## src/rtl/alu_seq.sv

```systemverilog
// alu_seq: multicycle ALU with a start/busy/done handshake.
// Single-cycle ops finish in EXEC, shifts iterate SHIFT_STEP bits per cycle,
// and an optional shift-add multiplier is built when ALU_SEQ_MUL_EN is defined.
// Results (ALUResult, Zero) are registered on DONE entry and held afterwards.
module alu_seq #(
  parameter int WIDTH      = 32,
  parameter int SHIFT_STEP = 1
) (
  input  logic             clk,
  input  logic             reset,
  input  logic             start,
  input  logic [WIDTH-1:0] srcA,
  input  logic [WIDTH-1:0] srcB,
  input  logic [9:0]       ALUControl,
  output logic             busy,
  output logic             done,
  output logic             Zero,
  output logic [WIDTH-1:0] ALUResult
);

  localparam int SHW = $clog2(WIDTH);
  localparam logic [SHW:0] STEP    = (SHW+1)'(SHIFT_STEP);
  localparam logic [SHW:0] CNT_MUL = (SHW+1)'(WIDTH);

  localparam logic [9:0] OP_ADD  = 10'h000;
  localparam logic [9:0] OP_SUB  = 10'h100;
  localparam logic [9:0] OP_SLL  = 10'h001;
  localparam logic [9:0] OP_SLT  = 10'h002;
  localparam logic [9:0] OP_SLTU = 10'h003;
  localparam logic [9:0] OP_XOR  = 10'h004;
  localparam logic [9:0] OP_SRL  = 10'h005;
  localparam logic [9:0] OP_SRA  = 10'h105;
  localparam logic [9:0] OP_OR   = 10'h006;
  localparam logic [9:0] OP_AND  = 10'h007;
  localparam logic [9:0] OP_BEQ  = 10'h008;
  localparam logic [9:0] OP_BNE  = 10'h009;
  localparam logic [9:0] OP_BLT  = 10'h00A;
  localparam logic [9:0] OP_BGE  = 10'h00B;
  localparam logic [9:0] OP_BLTU = 10'h00C;
  localparam logic [9:0] OP_BGEU = 10'h00D;
`ifdef ALU_SEQ_MUL_EN
  localparam logic [9:0] OP_MUL  = 10'h010;
`endif

  typedef enum logic [2:0] {
    S_IDLE,
    S_EXEC,
    S_SHIFT,
    S_DONE
`ifdef ALU_SEQ_MUL_EN
    , S_MUL
`endif
  } state_t;

  state_t           state_q, state_d;
  logic [WIDTH-1:0] a_q, b_q;      // latched operands; a_q doubles as shift accumulator
  logic [9:0]       op_q;
  logic [SHW:0]     cnt_q;         // shift: bits remaining; MUL: iterations done
  logic [SHW:0]     amt;
  logic [WIDTH-1:0] shift_out;
  logic [WIDTH-1:0] exec_res;
  logic             exec_zero;
  logic [WIDTH-1:0] diff;
  logic             lt_s, lt_u;
`ifdef ALU_SEQ_MUL_EN
  logic [WIDTH-1:0] prod_q;
`endif

  function automatic logic is_shift(input logic [9:0] op);
    return (op == OP_SLL) || (op == OP_SRL) || (op == OP_SRA);
  endfunction

  assign busy      = (state_q != S_IDLE);
  assign done      = (state_q == S_DONE);

  // State register with synchronous active-low reset.
  always_ff @(posedge clk) begin
    // NOTE: sequential state is assigned with <= so every register samples
    // pre-edge values; blocking = here would create order-dependent races.
    if (!reset) state_q <= S_IDLE;
    else        state_q <= state_d;
  end

  // Next-state decode.
  always_comb begin
    // NOTE: every always_comb output gets a default first so no path leaves
    // it unassigned, which would otherwise infer a latch.
    state_d = state_q;
    unique case (state_q)
      S_IDLE: begin
        if (start) begin
          if (is_shift(ALUControl))       state_d = S_SHIFT;
`ifdef ALU_SEQ_MUL_EN
          else if (ALUControl == OP_MUL)  state_d = S_MUL;
`endif
          else                            state_d = S_EXEC;
        end
      end
      S_EXEC:  state_d = S_DONE;
      S_SHIFT: if (cnt_q == '0) state_d = S_DONE;
`ifdef ALU_SEQ_MUL_EN
      S_MUL:   if (cnt_q == CNT_MUL) state_d = S_DONE;
`endif
      S_DONE:  state_d = S_IDLE;
      default: state_d = S_IDLE;
    endcase
  end

  // Single-cycle result and branch condition from the latched operands.
  always_comb begin
    diff      = a_q - b_q;
    lt_s      = $signed(a_q) < $signed(b_q);
    lt_u      = a_q < b_q;
    exec_res  = '0;
    exec_zero = 1'b0;
    case (op_q)
      OP_ADD:  exec_res = a_q + b_q;
      OP_SUB:  exec_res = diff;
      OP_SLT:  exec_res = {{(WIDTH-1){1'b0}}, lt_s};
      OP_SLTU: exec_res = {{(WIDTH-1){1'b0}}, lt_u};
      OP_XOR:  exec_res = a_q ^ b_q;
      OP_OR:   exec_res = a_q | b_q;
      OP_AND:  exec_res = a_q & b_q;
      OP_BEQ:  begin exec_res = diff; exec_zero = (a_q == b_q); end
      OP_BNE:  begin exec_res = diff; exec_zero = (a_q != b_q); end
      OP_BLT:  begin exec_res = diff; exec_zero = lt_s;        end
      OP_BGE:  begin exec_res = diff; exec_zero = !lt_s;       end
      OP_BLTU: begin exec_res = diff; exec_zero = lt_u;        end
      OP_BGEU: begin exec_res = diff; exec_zero = !lt_u;       end
      default: ;
    endcase
  end

  // One shift step: up to SHIFT_STEP bits, never past the remaining amount.
  always_comb begin
    amt       = (cnt_q >= STEP) ? STEP : cnt_q;
    shift_out = a_q;
    case (op_q)
      OP_SLL:  shift_out = a_q << amt;
      OP_SRL:  shift_out = a_q >> amt;
      OP_SRA:  shift_out = $signed(a_q) >>> amt;
      default: ;
    endcase
  end

  // Operand capture and iterative datapath.
  always_ff @(posedge clk) begin
    // NOTE: operand/iteration registers carry no reset; they are always
    // reloaded at accept before being read, and the FSM alone defines validity.
    unique case (state_q)
      S_IDLE: begin
        if (start) begin
          a_q   <= srcA;
          b_q   <= srcB;
          op_q  <= ALUControl;
          cnt_q <= is_shift(ALUControl) ? {1'b0, srcB[SHW-1:0]} : '0;
`ifdef ALU_SEQ_MUL_EN
          prod_q <= '0;
`endif
        end
      end
      S_SHIFT: begin
        if (cnt_q != '0) begin
          a_q   <= shift_out;
          cnt_q <= cnt_q - amt;
        end
      end
`ifdef ALU_SEQ_MUL_EN
      S_MUL: begin
        if (cnt_q != CNT_MUL) begin
          if (b_q[0]) prod_q <= prod_q + a_q;
          a_q   <= a_q << 1;
          b_q   <= b_q >> 1;
          cnt_q <= cnt_q + (SHW+1)'(1);
        end
      end
`endif
      default: ;
    endcase
  end

  // Result/Zero registers: loaded on DONE entry, held otherwise.
  always_ff @(posedge clk) begin
    if (!reset) begin
      ALUResult <= '0;
      Zero      <= 1'b0;
    end else begin
      case (state_q)
        S_EXEC: begin
          ALUResult <= exec_res;
          Zero      <= exec_zero;
        end
        S_SHIFT: begin
          if (cnt_q == '0) begin
            ALUResult <= a_q;
            Zero      <= 1'b0;
          end
        end
`ifdef ALU_SEQ_MUL_EN
        S_MUL: begin
          if (cnt_q == CNT_MUL) begin
            ALUResult <= prod_q;
            Zero      <= 1'b0;
          end
        end
`endif
        default: ;
      endcase
    end
  end

endmodule
```

## config.mk

```make
export PLATFORM = sky130hd
export DESIGN_NAME = alu_seq
export DESIGN_NICKNAME = d
export VERILOG_FILES = /design/src/rtl/alu_seq.sv
export SDC_FILE = /design/constraint.sdc
export NUM_CORES = 1
export LEC_CHECK = 0
export ABC_CLOCK_PERIOD_IN_PS = 4700
export CAP_MARGIN = 20
export CORE_ASPECT_RATIO = 0.9
export CORE_MARGIN = 3
export CORE_UTILIZATION = 34
export CTS_BUF_LIST = sky130_fd_sc_hd__clkbuf_16
export CTS_CLUSTER_DIAMETER = 40
export DETAILED_ROUTE_END_ITERATION = 10
export PLACE_DENSITY = 0.55
export SETUP_SLACK_MARGIN = 0.5
export SLEW_MARGIN = 15
export SYNTH_ARGS = -nofsm -noshare
export SYNTH_HDL_FRONTEND = slang
export SYNTH_SLANG_ARGS = --single-unit
```

## constraint.sdc

```tcl
create_clock -name clk -period 4.7 [get_ports clk]
set_input_delay 0.705 -clock clk [delete_from_list [all_inputs] [get_ports clk]]
set_output_delay 0.705 -clock clk [all_outputs]
set_load 0.01 [all_outputs]
```

# [Word level (Yosys, flattened, before mapping)]
# Index checks and enable logic that the tools add are counted.
# Widths: inputs -> output; s select.
[word_totals] out_inout_bits=35 register_bits=116 elab_cells=82
[op_classes] n_addsub=3 n_mux=19 eq_ne=27 n_reduce_logical=17 n_shift=3 n_bitwise=3 n_lt_le_gt_ge=3
[op_table] operator="$pmux 32 s7" count=1
[op_table] operator="$pmux 32 s2" count=2
[op_table] operator="$mux 32" count=3
[op_table] operator="$pmux 32 s3" count=1
[op_table] operator="$lt 32x32->1" count=2
[op_table] operator="$eq 10x4->1 const B" count=6
[op_table] operator="$eq 10x3->1 const B" count=5
[op_table] operator="$add 32x32->32" count=1
[op_table] operator="$and 32x32->32" count=1
[op_table] operator="$eq 32x32->1" count=1
[op_table] operator="$ne 32x32->1" count=1
[op_table] operator="$or 32x32->32" count=1
[op_table] operator="$shl 32x6->32" count=1
[op_table] operator="$shr 32x6->32" count=1
[op_table] operator="$sshr 32x6->32" count=1
[op_table] operator="$sub 32x32->32" count=1
[op_table] operator="$xor 32x32->32" count=1
[op_table] operator="$eq 10x9->1 const B" count=3
[op_table] operator="$eq 10x1->1 const B" count=2
[op_table] operator="$eq 10x2->1 const B" count=2
[op_table] operator="$mux 6" count=3
[op_table] operator="$pmux 6 s2" count=1
[op_table] operator="$logic_not 10->1" count=1
[op_table] operator="$pmux 3 s3" count=1
[op_table] operator="23 further kinds" count=32

# [Longest topological paths before layout]
# Gate-level depths: netlist (run 1).
[depth] word_depth=6 ltp_mapped=12 depth_no_buf=12

# [Least setup slack after synthesis (run 1)]
# OpenSTA, ideal clock, no wires.
[synth_path] path_type="register to register" startpoint="register state_q[0]" endpoint="register a_q[0], enable pin" t_arrival_ns=3.887 setup_ns=0.463 period_less_slack_ns=4.350 path_slack_ns=0.350 stages_incl_launch_ff=8 required_time_ns=4.237 path_cell_list="dfxtp_1 -> inv_1 -> ha_1 -> clkbuf_1 -> clkbuf_1 -> buf_1 -> a21oi_1 -> a21boi_0"
[synth_between] elab_chain_len=3
[synth_rtl] item="from (decl)" line_no="55" rtl="state_t state_q, state_d;"
[synth_rtl] item="from (signal assigned)" line_no="81" rtl="else state_q <= state_d;"
[synth_rtl] item="$eq 3x2->1 / $logic_not 3->1 (equally long branches)" line_no="150" rtl="unique case (state_q)"
[synth_rtl] item="$ne 4x1->1 (no line), or another cell as far along"
[synth_rtl] item="$reduce_and 4->1 (no line) (*)"
[synth_rtl] item="to (signal assigned)" line_no="153" rtl="a_q <= srcA;"
[synth_rtl] item="to (signal assigned)" line_no="164" rtl="a_q <= shift_out;"
[synth_rtl] item="to (decl)" line_no="56" rtl="logic [WIDTH-1:0] a_q, b_q;"
# Every way passes the cells marked *; elsewhere a longest branch is shown, timed or not.
# A chain may end at the register's enable or synchronous reset.

# [Final worst setup path (run 1)]
[layout_path] startpoint="register a_q[8]" endpoint="register ALUResult[24]"
[layout_between] elab_chain_len=3
[layout_rtl] item="$sub 32x32->32 / $add 32x32->32 (equally long branches)" line_no="111, 117"
[layout_rtl] item="$pmux 32 s7 (*)" line_no="116" rtl="case (op_q)"
[layout_rtl] item="$pmux 32 s2 (*)" line_no="188" rtl="case (state_q)"
[layout_rtl] item="to (signal assigned)" line_no="190" rtl="ALUResult <= exec_res;"
[layout_rtl] item="to (signal assigned)" line_no="195" rtl="ALUResult <= a_q;"
[layout_rtl] item="to (decl)" line_no="18" rtl="output logic [WIDTH-1:0] ALUResult"
# Marked as above.

==> impl_metrics.py, run 1 <==
metrics = {
    "placed_design": {
        "gp_congestion": 0.932,
        "port_buffers": 111,
        "placed_area_mm2": 0.0122,
        "hpwl_um": 29000,
        "place_worst_setup_slack_ns": 1.21,
        "dp_cells": 1813,
    },
    "grt": {
        "grt_pass1_wl_um": 62300,
        "grt_pass1_vias": 10465,
        "antenna_found_initial": 0,
        "overflow": 0,
        "grt.total_usage_pct": 23.9,
        "grt_max_degree": 63,
    },
    "setup_path": {
        "cp-start-kind": "flip-flop",
        "cp.arrival_ns": 3.96,
        "cp.required_ns": 5.02,
        "worst-r2r-setup-slack_ns": 1.06,
        "reg2reg_from": "a_q[8]",
        "r2r-end": "ALUResult[24]",
        "r2r_cells": 11,
        "crit_type": "reg2reg",
        "crit_path_max_fanout": 12,
        "setup.worst_path.end_class": "flip-flop",
    },
    "logic_synthesis": {
        "yosysTopAreaCellShare_pct": 22.5,
        "ys_types": 75,
        "synthesis.area_mm2": 0.0107,
        "syn-num-nets": 1556,
        "synth_common_cells": "nor2_1 (170), a21oi_1 (156), ha_1 (109)",
        "synthArstFlopShare_pct": 0,
        "ys_ff_latch": 115,
        "synth_edf_count": 80,
        "ys_warn_count": 0,
        "syn_area_per_cell_um2": 7.81,
        "yosys.area.top_type": "edfxtp_1",
        "synthFlopType": "edfxtp_1",
        "syn_inst": 1368,
        "synth.area.top_cells": "edfxtp_1 (22%), ha_1 (13%), a21oi_1 (7.3%)",
        "ys_seq_area_share_pct": 29.1,
        "synth.most_common_cell": "nor2_1",
    },
    "power": {
        "switchingPower_mw": 4.68,
        "total_power_mw": 8.98,
        "power.density_mw_per_mm2": 705,
        "p_clk_share_pct": 15.0,
        "intPower_mw": 4.30,
        "seq_power_share_pct": 21.7,
        "combPwrFrac_pct": 63.3,
        "swShare_pct": 52.1,
        "p_leak_nw": 5.07,
        "ir_drop_v": 0.000358,
    },
    "floorplanning": {
        "die_area_mm2": 0.0336,
        "fp-row-count": 60,
        "die-height_um": 174,
        "core_mm2": 0.0304,
        "io_pins": 112,
        "die_w_um": 193,
        "initial_core_util_pct": 35.1,
    },
    "routing": {
        "drc": 0,
        "vias": 10832,
        "first_pass_iters": 6,
        "drtIter0Drc": 1124,
        "routed_wirelength_um": 40200,
        "ant_nets": 0,
        "vias_per_cell": 5.87,
        "wl_per_cell_um": 21.8,
    },
    "layout": {
        "nets": 1617,
        "fillers": 3108,
        "final_util_pct": 41.9,
        "syn_to_final_growth_pct": 19.3,
        "finalInstanceArea_mm2": 0.0127,
        "multi_input_area_mm2": 0.00683,
        "layout-drive-gt1-share_pct": 5.27,
        "antenna_cells": 0,
        "final_cells": 1845,
        "seqCellArea_mm2": 0.00310,
    },
    "timing": {
        "finalHoldViolations": 0,
        "fmax_ghz": 0.275,
        "hold_ws_ns": 0.478,
        "clock_skew_ns": 0.0133,
        "min_period_ns": 3.64,
        "slew_viol_final": 0,
        "period_share_pct": 77.5,
        "finalSetupViolations": 0,
        "grt_setup_unrepaired": "false",
        "worstMarginPinSlew_ns": 0.921,
        "fin_tns_setup_ns": 0,
        "slew_headroom_pct": 38.6,
        "worst_slack_ns": 1.06,
    },
    "min_path": {
        "holdPathEnd": "ALUResult[11]",
        "hold_depth": 2,
        "hold_path_class": "reg2reg",
        "min_from": "ALUResult[11]",
    },
    "clock_network": {
        "worstSkewPairLatency_ns": 0.44,
        "ctsLongestPathBuffers": 2,
        "cts_buffers": 17,
        "cts_root_buf": "clkbuf_16",
        "cts.clk_slew.worst_paths_ns": 0.07,
        "clock-sinks": 115,
        "ctsHoldBuffers": 0,
        "post_cts_buffers": 0,
        "cts_tree": "built",
        "cts_resized": 0,
        "cts.htree.levels": 4,
    },
    "job": {
        "timing.max_cap.violations": 0,
    },
    "outcome": {
        "status": "finished, final reports clean",
    },
}
==> placed cells by master (no fill, tap or decap), types with 13 or more instances in the layout <==
master,count
a211oi_1,41
a21o_1,46
a21oi_1,155
a221oi_1,13
a31oi_1,17
buf_4,25
clkbuf_16,17
clkdlybuf4s50_1,111
dfxtp_1,35
edfxtp_1,80
ha_1,108
inv_1,106
nand2_1,95
nand2b_1,13
nand3_1,37
nor2_1,170
nor3_1,28
nor4_1,18
o211ai_1,20
o21ai_0,75
o221ai_1,14
o22ai_1,14
o31ai_1,16
xnor2_1,13
==> power groups by stage <==
stage                     sequential [mW]  clock (mW)  combinational [mW]
after floorplan                      1.88           0                3.89
after global placement               1.94           0                5.58
after detailed placement             1.96           0                5.57
after CTS                            1.95        1.37                5.61
after global routing                 2.01        1.41                6.29
final                                1.95        1.35                5.69
==> flip-flops by register name, summed over array words and instances (netlist names) <==
register   flops
a_q           32
cnt_q          6
state_q        2
Zero           1
b_q           32
op_q          10
ALUResult     32
==> area by class of cell <==
cell class              instances  share of cell area [%]
repair buffers                137                    10.3
multi-input cells            1052                    53.6
well taps                     403                    3.96
flip-flops and latches        115                    24.3
clock inverters                15                    1.26
clock buffers                  17                    3.34
inverters                     106                    3.12
==> critical path: stages (launching register included) <==
cell and delay, ns:
edfxtp_1 0.48, inv_1 0.10, ha_1 0.46, nor4_1 0.73, nand3_1 0.22, a31oi_1 0.24
a211oi_1 0.09, a21oi_1 0.46, nor2_1 0.06, or3_1 0.38, mux2i_1 0.18, o22ai_1 0.10
==> worst max path at each step <==
stage          startpoint            end  slack [ns]  cells past startpoint
2_1_floorplan  state_q[0]         a_q[0]        1.13                      7
3_3_place_gp     cnt_q[1]  ALUResult[17]        1.29                      8
3_5_place_dp       a_q[8]           Zero        1.21                     11
4_1_cts            a_q[8]  ALUResult[24]        1.19                     11
5_1_grt            a_q[8]  ALUResult[24]        0.82                     11
6_report           a_q[8]  ALUResult[24]        1.06                     11
==> kinds of logic after synthesis <==
kind of cell / share of synthesized area [%]
and+or+nand+nor: 17.9
muxes: 0.187
AOI/OAI and AO/OA: 31.1
DFF: 29.1
adders and majority gates: 13.1
buffers and inverters: 7.30
xor gates and xnor gates: 1.31
==> layer usage <==
layer  GRT usage [%]  up-vias  routed length, um
li1                -     5149                  -
met2            37.0      401              17800
met5               0        -                  0
met1            34.3     5228              18800
met3            4.30       54               2780
met4            6.13        0                765
(Power assumes the default switching activity.)
==> inputs of run 2 (changes only) <==
Settings changed: ABC_CLOCK_PERIOD_IN_PS 4700 to 3560.
Clock period 4.7 ns to 3.56 ns, I/O delays scaled along.
==> run 2 against run 1 <==
Net effect: combinational power is 55% higher; first-iteration DRC count is 24% lower; core utilization is 3.0 points higher; design area is 7.1% higher; critical endpoint is now ALUResult[16]; largest cell class unchanged.
==> impl_metrics.py, run 2 (synthesized netlist as in run 1, its figures left out) <==
metrics = {
    "outcome": {
        "status": "finished, final reports clean",
    },
    "power": {
        "combPwrFrac_pct": 67.9,
        "p_leak_nw": 5.45,
        "intPower_mw": 6.39,
        "switchingPower_mw": 6.60,
        "p_clk_share_pct": 13.4,
        "seq_power_share_pct": 18.7,
        "power.density_mw_per_mm2": 951,
        "swShare_pct": 50.8,
        "total_power_mw": 13.0,
        "ir_drop_v": 0.000473,
    },
    "grt": {
        "overflow": 0,
        "grt_max_degree": 63,
        "antenna_found_initial": 0,
        "grt_pass1_vias": 10574,
        "grt.total_usage_pct": 23.8,
        "grt_pass1_wl_um": 62300,
    },
    "setup_path": {
        "worstPathCellList": "ha_1 > fa_1 > a21o_1 > nand4_1 > a21oi_1 > o31a_1 > or2_4 > a21oi_2 > xnor2_1 > a221oi_2 > o22ai_1",
        "crit_slowest_cell": "fa_1",
        "critical-path-max-stage-delay_ns": 0.42,
        "crit_type": "reg2reg",
        "r2r_cells": 11,
        "crit_path_max_fanout": 4,
        "cp.arrival_ns": 3.31,
        "setup.worst_path.end_class": "flip-flop",
        "cp-start-kind": "flip-flop",
        "cp.required_ns": 3.89,
    },
    "routing": {
        "routed_wirelength_um": 40300,
        "vias": 11029,
        "ant_nets": 0,
        "drc": 0,
        "first_pass_iters": 5,
        "wl_per_cell_um": 21.0,
        "vias_per_cell": 5.75,
        "drtIter0Drc": 859,
    },
    "floorplanning": {
        "die-height_um": 174,
        "core_mm2": 0.0304,
        "initial_core_util_pct": 35.1,
        "io_pins": 112,
        "die_area_mm2": 0.0336,
        "die_w_um": 193,
        "fp-row-count": 60,
    },
    "timing": {
        "finalSetupViolations": 0,
        "clock_skew_ns": 0.0149,
        "worst_slack_ns": 0.580,
        "slew_viol_final": 0,
        "worstMarginPinSlew_ns": 0.793,
        "period_share_pct": 83.7,
        "grt_setup_unrepaired": "true",
        "slew_headroom_pct": 47.1,
        "fmax_ghz": 0.336,
        "min_period_ns": 2.98,
        "fin_tns_setup_ns": 0,
        "finalHoldViolations": 0,
    },
    "clock_network": {
        "clock-sinks": 115,
        "cts_root_buf": "clkbuf_16",
        "cts.clk_slew.worst_paths_ns": 0.07,
        "worstSkewPairLatency_ns": 0.45,
        "ctsLongestPathBuffers": 2,
        "ctsHoldBuffers": 0,
        "cts.htree.levels": 4,
        "cts_buffers": 17,
        "cts_tree": "built",
    },
    "placed_design": {
        "hpwl_um": 29800,
        "dp_cells": 1863,
        "gp_congestion": 0.957,
        "port_buffers": 111,
        "place_worst_setup_slack_ns": 0.149,
    },
    "layout": {
        "layout-drive-gt1-share_pct": 14.2,
        "nets": 1690,
        "final_cells": 1918,
        "layout_commonest_cell": "nor2_1",
        "layout_common_cells": "nor2_1 (168), a21oi_1 (139), clkdlybuf4s50_1 (111)",
        "syn_to_final_growth_pct": 27.9,
        "final_util_pct": 44.9,
        "top_regs": "ALUResult (32), a_q (32), b_q (32)",
        "antenna_cells": 0,
    },
    "min_path": {
        "hold_depth": 2,
        "hold_path_class": "reg2reg",
    },
    "job": {
        "timing.max_cap.violations": 0,
    },
}
-- run 2: cell types whose count changed in the layout (fill, tap and decap cells not counted), sizes merged --
cell    delta
bufinv     -1
clkinv     -2
buf       +73
inv        +3
-- run 2: path summary, 6_finish.rpt --
| check | start | to | slack [ns] |
|---|---|---|---|
| setup reg to reg | a_q[0] | ALUResult[16] | 0.58 |
| hold / removal | ALUResult[11] | ALUResult[11] | 0.49 |
| setup / recovery | a_q[0] | ALUResult[16] | 0.58 |
| hold reg to reg | ALUResult[11] | ALUResult[11] | 0.49 |
-- run 2: stage by stage --
stage	instance area, um^2	hold WS, ns
finish	13700	0.486
global route	13700	0.515
CTS	13200	0.494
detailed placement	12500	0.482
global placement	12500	0.477
floorplan	10700	0.487
-- run 2: power groups by stage --
stage	logic, mW	clock network (mW)	registers, mW
2_1_floorplan	5.14	0	2.48
3_3_place_gp	7.88	0	2.47
3_5_place_dp	7.87	0	2.49
4_1_cts	8.09	1.78	2.44
5_1_grt	9.65	1.83	2.49
6_report	8.82	1.74	2.43
-- run 2: layer usage --
layer,global-route usage [%],vias up,part of all wire [%]
met3,5.40,41,7.0
met5,0,-,0
met1,34.0,5322,47
met2,36.7,378,44
li1,-,5288,-
met4,5.19,0,1.5
-- run 2: worst max-delay path, delay by kind of cell, from the launching register on --
kind	cells	cell delay, ns
AND/OR/NAND/NOR	2	0.44
flip-flops	1	0.41
XOR/XNOR	1	0.09
AO/OA/AOI/OAI	6	1.23
adder cells (fa/ha/maj)	2	0.69
-- run 2: repair_timing --
action	in CTS	in global routing
buffers inserted	6	17
setup endpoints to repair	18	28
pin swaps	4	7
resized for setup	23	65
-- run 2: area by class of cell --
cell class / count / area (um^2)
clock inverter: 15 / 146
timing repair buffer: 210 / 1870
inverter: 106 / 402
tap: 403 / 504
sequential: 115 / 3100
fill: 3067 / 16800
multi-input combinational: 1052 / 7200
clock buffer: 17 / 425
==> inputs of run 3 (changes only) <==
Settings changed: ABC_CLOCK_PERIOD_IN_PS 3560 to 2850.
Clock period 3.56 ns to 2.85 ns, I/O delays scaled along.
==> run 3 against run 2 <==
Net effect: the run now ends with negative setup slack left; sequential share of layout area fell by 5.1 points; total power is 71% higher; core utilization increased by 13 points; largest power group unchanged; via count is 11% higher; critical path type unchanged.
==> impl_metrics.py, run 3 (synthesized netlist as in run 1, its figures left out) <==
metrics = {
    "placed_design": {
        "hpwl_um": 33500,
        "port_buffers": 111,
        "place_worst_setup_slack_ns": -0.169,
        "gp_congestion": 0.971,
    },
    "timing": {
        "fmax_ghz": 0.347,
        "period_share_pct": 101,
        "clock_skew_ns": 0.0155,
        "finalHoldViolations": 0,
        "finalSetupViolations": 2,
        "grt_setup_unrepaired": "true",
        "min_period_ns": 2.88,
        "slew_headroom_pct": 58.0,
        "slew_viol_final": 0,
        "worstMarginPinSlew_ns": 0.624,
        "worst_slack_ns": -0.0285,
    },
    "clock_network": {
        "cts.htree.levels": 4,
        "cts_root_buf": "clkbuf_16",
        "cts.clk_slew.worst_paths_ns": 0.07,
        "cts_buffers": 17,
        "cts_tree": "built",
        "ctsLongestPathBuffers": 2,
        "ctsHoldBuffers": 0,
        "clock-sinks": 115,
        "worstSkewPairLatency_ns": 0.45,
    },
    "routing": {
        "vias": 12279,
        "ant_nets": 0,
        "routed_wirelength_um": 48500,
        "drc": 0,
        "first_pass_iters": 5,
        "vias_per_cell": 5.64,
        "drtIter0Drc": 936,
        "wl_per_cell_um": 22.3,
    },
    "grt": {
        "grt_max_degree": 43,
        "grt.total_usage_pct": 27.3,
        "overflow": 0,
        "antenna_found_initial": 0,
        "grt_pass1_wl_um": 70600,
        "grt_pass1_vias": 11994,
    },
    "floorplanning": {
        "io_pins": 112,
        "fp-row-count": 60,
        "core_mm2": 0.0304,
        "initial_core_util_pct": 35.1,
        "die_w_um": 193,
        "die_area_mm2": 0.0336,
        "die-height_um": 174,
    },
    "layout": {
        "layout-drive-gt1-share_pct": 39.4,
        "layout_commonest_cell": "buf_4",
        "final_util_pct": 57.9,
        "top_regs": "ALUResult (32), a_q (32), b_q (32)",
        "syn_to_final_growth_pct": 64.8,
        "layout_common_cells": "buf_4 (301), nor2_1 (129), clkdlybuf4s50_1 (111)",
        "antenna_cells": 0,
        "nets": 1948,
        "fillers": 2748,
        "seqCellArea_mm2": 0.00310,
        "multi_input_area_mm2": 0.00877,
    },
    "min_path": {
        "hold_path_class": "reg2reg",
    },
    "power": {
        "power.density_mw_per_mm2": 1260,
        "p_leak_nw": 7.14,
        "ir_drop_v": 0.000529,
    },
    "job": {
        "timing.max_cap.violations": 0,
    },
    "setup_path": {
        "cp.required_ns": 3.22,
        "setup.worst_path.end_class": "flip-flop",
        "crit_path_max_fanout": 3,
        "crit_type": "reg2reg",
        "cp-start-kind": "flip-flop",
        "cp.arrival_ns": 3.25,
    },
    "outcome": {
        "violations": "negative setup slack",
        "status": "finished, violations left",
    },
}
## run 3: cell count changes in the layout (fill, tap and decap cells not counted), sizes merged
| cell | previous run | this run |
|---|---|---|
| clkinv | 2 | 1 |
| clkinvlp | 4 | 3 |
| inv | 114 | 116 |
| buf | 99 | 353 |
| clkbuf | 17 | 21 |
## run 3: cell type report
type                       instances  area share, %
timing repair buffer             468           24.1
tap                              403           2.87
clock buffer                      17           2.42
clock inverter                    15          0.896
multi-input combinational       1052           49.8
sequential                       115           17.6
inverter                         106           2.28
## run 3: worst paths after layout
| check | startpoint | endpoint | slack, ns | cells after the start |
|---|---|---|---|---|
| max | a_q[0] | ALUResult[30] | -0.03 | 13 |
| min | ALUResult[11] | ALUResult[11] | 0.49 | 2 |
| min reg2reg | ALUResult[11] | ALUResult[11] | 0.49 | 2 |
| max reg2reg | a_q[0] | ALUResult[30] | -0.03 | 13 |
## run 3: power breakdown
part / internal (mW) / switching (mW) / total (mW)
combinational: 7.71 / 9.30 / 17.0
clock: 1.24 / 1.02 / 2.26
sequential: 2.55 / 0.396 / 2.95
## run 3: stage by stage
stage	TNS (ns)	hold slack, ns	cells	power (mW)	instance area, um^2
final	-0.0289	0.492	2176	22.2	17600
after global routing	-0.473	0.512	2176	23.5	17600
after CTS	0	0.506	2139	20.0	16100
after detailed placement	-0.696	0.483	2057	15.7	14300
after global placement	-0.489	0.481	2057	15.7	14300
after floorplan	0	0.487	1368	10.2	11000
## run 3: worst max-delay path, stage by stage (launching register included)
cell,delay (ns)
edfxtp_1,0.43
buf_4,0.18
ha_4,0.16
fa_2,0.34
a21o_1,0.18
nand4_1,0.14
buf_4,0.16
a21o_1,0.20
a31oi_2,0.12
buf_4,0.17
a211o_1,0.33
o221ai_2,0.14
nand2_1,0.07
a31oi_1,0.18
## run 3: metal layers
layer	GRT usage (%)	wire length, um
met1	38.5	22000
met2	44.5	22800
met3	3.87	2840
met4	5.40	877
met5	0	0
## run 3: repair_timing
item | 4_1_cts | 5_1_grt
setup endpoints to repair | 99 | 66
gates resized for setup | 184 | 258
pin swaps | 110 | 93
gates cloned | 2 | 5
buffers inserted | 48 | 32
